<file path="src/rtl/id_ex_hazard_reg.sv">
// ID->EX pipeline register with load-use bubble insertion, branch flush and memory-wait hold.
// Also produces the combinational stall for PC/IF-ID and a saturating stall-cycle counter.
module id_ex_hazard_reg #(
    parameter int DATA_W = 16,
    parameter int REG_AW = 4,
    parameter int CTRL_W = 8
) (
    input  logic              clk_i,
    input  logic              rst_i,
    input  logic              Valid_ID_i,
    input  logic [DATA_W-1:0] Rout1_ID_i,
    input  logic [DATA_W-1:0] Rout2_ID_i,
    input  logic [REG_AW-1:0] rs1_ID_i,
    input  logic [REG_AW-1:0] rs2_ID_i,
    input  logic              Read_Enable_1_ID_i,
    input  logic              Read_Enable_2_ID_i,
    input  logic [REG_AW-1:0] rd_ID_i,
    input  logic              Write_Enable_ID_i,
    input  logic              Write_Back_Sel_ID_i,
    input  logic [CTRL_W-1:0] Ctrl_ID_i,
    input  logic [DATA_W-1:0] Imm_ID_i,
    input  logic              Mem_Busy_i,
    input  logic              Flush_EX_i,
    output logic              Valid_EX_o,
    output logic [DATA_W-1:0] Rout1_EX_o,
    output logic [DATA_W-1:0] Rout2_EX_o,
    output logic [REG_AW-1:0] rs1_EX_o,
    output logic [REG_AW-1:0] rs2_EX_o,
    output logic              Read_Enable_1_EX_o,
    output logic              Read_Enable_2_EX_o,
    output logic [REG_AW-1:0] rd_EX_o,
    output logic              Write_Enable_EX_o,
    output logic              Write_Back_Sel_EX_o,
    output logic [CTRL_W-1:0] Ctrl_EX_o,
    output logic [DATA_W-1:0] Imm_EX_o,
    output logic              Stall_ID_o,
    output logic [1:0]        Stall_Reason_o,
    output logic [15:0]       Stall_Count_o
);

    typedef struct packed {
        logic              valid;
        logic [DATA_W-1:0] rout1;
        logic [DATA_W-1:0] rout2;
        logic [REG_AW-1:0] rs1;
        logic [REG_AW-1:0] rs2;
        logic              re1;
        logic              re2;
        logic [REG_AW-1:0] rd;
        logic              we;
        logic              wbs;
        logic [CTRL_W-1:0] ctrl;
        logic [DATA_W-1:0] imm;
    } exSlot_t;

    typedef enum logic [1:0] {
        REASON_RUN    = 2'b00,
        REASON_BUBBLE = 2'b01,
        REASON_HOLD   = 2'b10,
        REASON_FLUSH  = 2'b11
    } reason_e;

    exSlot_t exQ, exD, idSlot;
    reason_e reasonQ, reasonD;
    logic [15:0] countQ, countD;
    logic loadUse;

    assign idSlot = '{
        valid: Valid_ID_i,
        rout1: Rout1_ID_i,
        rout2: Rout2_ID_i,
        rs1:   rs1_ID_i,
        rs2:   rs2_ID_i,
        re1:   Read_Enable_1_ID_i,
        re2:   Read_Enable_2_ID_i,
        rd:    rd_ID_i,
        we:    Write_Enable_ID_i,
        wbs:   Write_Back_Sel_ID_i,
        ctrl:  Ctrl_ID_i,
        imm:   Imm_ID_i
    };

    // Load data is only forwardable from WB, so a consumer directly behind a load must wait.
    assign loadUse = exQ.valid & exQ.we & exQ.wbs & (exQ.rd != '0) & Valid_ID_i &
                     ((Read_Enable_1_ID_i & (rs1_ID_i == exQ.rd)) |
                      (Read_Enable_2_ID_i & (rs2_ID_i == exQ.rd)));

    assign Stall_ID_o = Mem_Busy_i | (loadUse & ~Flush_EX_i);

    always_comb begin
        exD     = exQ;
        reasonD = REASON_RUN;
        if (Mem_Busy_i) begin
            reasonD = REASON_HOLD;
        end else if (Flush_EX_i) begin
            exD     = '0;
            reasonD = REASON_FLUSH;
        end else if (loadUse) begin
            exD     = '0;
            reasonD = REASON_BUBBLE;
        end else begin
            exD = Valid_ID_i ? idSlot : '0;
        end
        countD = (Stall_ID_o && (countQ != 16'hFFFF)) ? countQ + 16'd1 : countQ;
    end

    always_ff @(posedge clk_i) begin
        if (rst_i) begin
            exQ     <= '0;
            reasonQ <= REASON_RUN;
            countQ  <= '0;
        end else begin
            exQ     <= exD;
            reasonQ <= reasonD;
            countQ  <= countD;
        end
    end

    assign Valid_EX_o          = exQ.valid;
    assign Rout1_EX_o          = exQ.rout1;
    assign Rout2_EX_o          = exQ.rout2;
    assign rs1_EX_o            = exQ.rs1;
    assign rs2_EX_o            = exQ.rs2;
    assign Read_Enable_1_EX_o  = exQ.re1;
    assign Read_Enable_2_EX_o  = exQ.re2;
    assign rd_EX_o             = exQ.rd;
    assign Write_Enable_EX_o   = exQ.we;
    assign Write_Back_Sel_EX_o = exQ.wbs;
    assign Ctrl_EX_o           = exQ.ctrl;
    assign Imm_EX_o            = exQ.imm;
    assign Stall_Reason_o      = reasonQ;
    assign Stall_Count_o       = countQ;

endmodule
</file>
<file path="config.mk">
export PLATFORM = sky130hd
export DESIGN_NAME = id_ex_hazard_reg
export DESIGN_NICKNAME = d
export VERILOG_FILES = /design/src/rtl/id_ex_hazard_reg.sv
export SDC_FILE = /design/constraint.sdc
export NUM_CORES = 1
export LEC_CHECK = 0
export ABC_AREA = 1
export CAP_MARGIN = 5
export CORE_ASPECT_RATIO = 0.5
export CORE_UTILIZATION = 45
export CTS_CLUSTER_SIZE = 24
export DETAILED_ROUTE_END_ITERATION = 7
export PLACE_DENSITY = 0.95
export SYNTH_ARGS = -nofsm -noshare
export SYNTH_HDL_FRONTEND = slang
export SYNTH_SLANG_ARGS = --single-unit
</file>
<file path="constraint.sdc">
create_clock -name clk_i -period 3.9 [get_ports clk_i]
set_input_delay 0.39 -clock clk_i [delete_from_list [all_inputs] [get_ports clk_i]]
set_output_delay 0.39 -clock clk_i [all_outputs]
set_load 0.05 [all_outputs]
</file>
Yosys cells after proc, flatten, opt, wreduce, memory -nomap -nowiden --
Index checks and enable logic that the tools add are counted.
Cells by class: add/sub/neg operators 1, equal/unequal tests 3, mux-type cells 6, bitwise gates (word level) 11, reductions and logical operators 3
Operator list (number):
- $mux 73 | 3
- $add 16x1->16 const B | 1
- $ne 16x16->1 const B | 1
- $and 1x1->1 | 8
- $eq 4x4->1 | 2
- $mux 2 | 2
- $reduce_bool 4->1 | 1
- $or 1x1->1 | 2
- $reduce_or 2->1 | 1
- $logic_and 1x1->1 | 1
- $mux 1 | 1
- $not 1->1 | 1
Storage, ports and cells: bits in registers 91, input bits 77, output and inout bits 92, word-level logic and storage cells 39

Logic depth before layout (Yosys ltp) --
depth after elaboration 8, depth in mapped cells 12, depth with buffers taken out 12

Least setup slack after synthesis --
OpenSTA, ideal clock, no wires.
kind register to output, from register exQ (netlist bit rd_EX_o[0]), to output port Stall_ID_o, arrival 1556 ps, required time 3510 ps, setup slack 1954 ps, stages on the path, launching flop included 10, buffers on the path 1, cell sequence dfxtp_1 > inv_1 > nand2_1 > nand2_1 > nor2_1 > nand3_1 > nand2_1 > nand3_1 > nand2_1 > buf_4
On the way: cells in the longest elaborated chain, start to end 6
RTL lines:
- start: declaration | RTL line 63 | exSlot_t exQ, exD, idSlot;
- start signal: assignment | RTL line 109 | exQ <= '0;
- start signal: assignment | RTL line 113 | exQ <= exD;
- $eq 4x4->1 (tied with other cells) | RTL line 85 | ((Read_Enable_1_ID_i & (rs1_ID_i == exQ.rd)) |
- $and 1x1->1, on equally long branches | RTL line 85, 84, 86
- $or 1x1->1 or $and 1x1->1 (tied branches) | RTL line 85, 84
- $and 1x1->1 (*) | RTL line 84 | assign loadUse = exQ.valid & exQ.we & exQ.wbs & (exQ.rd != '0) & Valid_ID_i &
- $and 1x1->1 (*) | RTL line 88 | assign Stall_ID_o = Mem_Busy_i | (loadUse & ~Flush_EX_i);
- $or 1x1->1 (*) | RTL line 88
- end: declaration | RTL line 36 | output logic Stall_ID_o,
Mark *: on every way between the ends. The rest lies on a longest branch, timed or not.

Worst setup path in the final report --
from input port rs1_ID_i[2], to output port Stall_ID_o
On the way: cells in the longest elaborated chain, start to end 6
RTL lines:
- start: declaration | RTL line 13 | input logic [REG_AW-1:0] rs1_ID_i,
- $eq 4x4->1 | RTL line 85
- $and 1x1->1 | RTL line 85
- $or 1x1->1 | RTL line 85
- $and 1x1->1 | RTL line 84
- $and 1x1->1 | RTL line 88
- $or 1x1->1 | RTL line 88
Every way passes these cells.

==> qor.csv <==
metric,value,unit
power after layout,2190,µW
setup repair after global routing missed its margin,no,
path type of the worst min-delay path,in -> reg,
Main synth FF type,dfxtp_1,
cell family contributing the most delay on the critical path,buffers and inverters,
antenna violations before repair,0,
final-layout setup total negative slack,0,ns
effective utilization at floorplan,46.7,%
detailed-route wire length,10600,µm
number of failing setup endpoints in the final timing report,0,
Clock Latency Late Sink,0.33,ns
Post-CTS Repair Setup Buffers,0,
cell area after synthesis,0.00375,mm²
total die area,0.00872,mm²
clock power share,42.6,%
clock tree from TritonCTS,done,
"Seq/Total Area, Yosys",48.6,%
number of buffers on the longest clock path,2,
total congestion overflow after global routing,0,
Switch Pwr,528,µW
Max Fclk,0.366,GHz
area used by sequential logic in the layout,0.00182,mm²
minimum period implied by the final worst setup slack,2.73,ns
number of nets still failing antenna checks after routing,0,
async set-reset flop share out of synthesis,0,%
power density over the cells,381,mW/mm²
critical path data arrival time,2.34,ns
number of buffers added by the clock tree synthesis step,9,
Post-Layout Cell Count,776,
number of rows created at floorplan,23,
Synth top cells by count,"nand2_1 (125), nand3_1 (95), dfxtp_1 (91)",
number of H-tree levels,3,
cell at the slowest stage of the critical path,clkdlybuf4s50_1,
cell leakage power,0.00211,µW
leading area contributor after synthesis,dfxtp_1,
library cells used by synthesis,23,
Worst-path clk slew,0.06,ns
detailed-route wire length per cell,13.7,µm
worst clock skew,0.00426,ns
Pins Over Slew Limit,0,
signed area change from the synthesized netlist to the final layout,53.2,%
DRC marker count from the first detailed-route iteration,235,
sort of element at the start of the critical path,primary input,
net total in the final layout,737,
ordered cell list for the critical path,clkdlybuf4s50_1 -> inv_1 -> nand2_1 -> nand2_1 -> nor2_1 -> nand3_1 -> nand2_1 -> nand3_1 -> nand2_1 -> clkdlybuf4s50_1,
I/O pin cnt,169,
Reg power frac,44.1,%
critical path class,in -> out,
Max transition margin,50.3,%
Buffers on Ports,168,
Crit Path Max Fanout,3,
Inserted Diodes,0,
HPWL after detailed placement,7240,µm
dominant cell by count in the synthesized netlist,nand2_1,
post-synth net total,589,
"Top cell by count, worst path",nand2_1,
post-synthesis instance total,511,
post-detailed-route DRC marker count,0,
Internal,1660,µW
total number of vias,3937,
register-to-register setup slack,1.85,ns
number of hold-slack violations in the final timing report,0,
fraction of final layout cells with drive strength greater than 1,4.52,%
clk root buf,clkbuf_16,
Sw Share,24.1,%
Buf/Inv on CP,3,
number of clock sinks seen by CTS,91,
final weighted congestion in routability-driven placement,0.886,
length of the first detailed-routing pass in iterations,5,
actual slew at the worst max-slew pin,0.746,ns
crit path capture type,output pin,
post-CTS sizing,0,
per-cell via count in the routed design,5.07,
outcome,completed,
"top cells by area, synth","dfxtp_1 (49%), nand3_1 (13%), nand2_1 (13%)",
share of the clock period used by the worst path,70.1,%
count of synthesis-stage warnings from yosys,0,
Horiz. Die Dim,131,µm
Synth Area per Inst,7.33,µm²
filler cell count,624,
cts-stage hold buffer count,0,
count of placed standard cells including taps,760,
flip-flop and latch count after synthesis,91,
Comb power frac,13.2,%
via count of the first global-routing pass,3457,
global-route wire length before repair,16200,µm
Max stage delay on crit path,0.81,ns
maximum number of pins on one net before global-route repair,74,
count of flip-flops with a built-in enable after synthesis,0,
CORE AREA,0.00803,mm²
required time of the worst setup path,3.51,ns
hold_ws,0.358,ns
area taken by multi-input logic gates,0.00164,mm²
maximum ir drop on the vdd rail,0.244,mV
Die Y-Extent,66.5,µm
number of max-capacitance violations reported,0,
share of the synthesized area in the top cell type,48.6,%
GRT Util Overall,24.2,%
==> layout by cell type (no fill, tap or decap), drive strengths merged <==
cell           instances
clkdlybuf4s50        166
nand2                126
nand3                 96
dfxtp                 91
a21oi                 89
nor2                  33
inv                   26
clkbuf                12
buf                    8
nand4                  3
xnor2                  2
nand3b                 2
bufinv                 2
and3                   2
clkinv                 2
nor3b                  1
nor4                   1
a211oi                 1
ha                     1
==> final cells by class <==
cell class / instances / share of cell area [%]
tap: 112 / 2.44
inverter: 26 / 1.70
timing repair buffer: 174 / 29.9
clock inverter: 4 / 1.29
multi-input combinational: 357 / 28.6
clock buffer: 12 / 4.29
sequential: 91 / 31.7
==> flip-flops by register name, summed over array words and instances, names as in the netlist <==
| name | flops |
|---|---|
| Ctrl_EX_o | 8 |
| Imm_EX_o | 16 |
| Read_Enable_1_EX_o | 1 |
| Read_Enable_2_EX_o | 1 |
| Rout1_EX_o | 16 |
| Rout2_EX_o | 16 |
| Stall_Count_o | 16 |
| Stall_Reason_o | 2 |
| Valid_EX_o | 1 |
| Write_Back_Sel_EX_o | 1 |
| Write_Enable_EX_o | 1 |
| rd_EX_o | 4 |
| rs1_EX_o | 4 |
| rs2_EX_o | 4 |
==> power by group through the flow <==
stage	sequential (µW)	clock, µW	combinational, µW
after floorplan	1060	0	78.1
after global placement	984	0	284
final	964	932	289
after CTS	964	948	290
after detailed placement	985	0	289
after global routing	966	989	307
==> layer usage <==
metal  GRT usage [%]  routed length, µm
met3            6.10                469
met5               0                  0
met4            13.5                340
met2            43.2               5500
met1            26.7               4340
==> path summary, 6_finish.rpt <==
path | start | end | depth (start not counted)
max | rs1_ID_i[2] | Stall_ID_o | 10
min | rst_i | Rout2_EX_o[5] | 2
max reg2reg | rd_EX_o[1] | Ctrl_EX_o[4] | 9
min reg2reg | Rout1_EX_o[10] | Rout1_EX_o[10] | 2
==> logic make-up after synthesis <==
| logic type | synth area share [%] |
|---|---|
| simple gates | 30.8 |
| flops | 48.6 |
| compound gates | 12.1 |
| buf+inv | 7.71 |
| xor+xnor | 0.468 |
| fa+ha+maj | 0.334 |
==> per-stage QoR <==
stage          util [%]  instance area, µm²  worst slack, ns
5_1_grt            71.5                5740             1.00
6_report           71.5                5740             1.17
3_3_place_gp       67.5                5420             1.19
3_5_place_dp       67.5                5420             1.17
2_1_floorplan         -                3750             1.95
4_1_cts            71.5                5740             1.17
No activity file was read; power rests on OpenSTA's default activity.
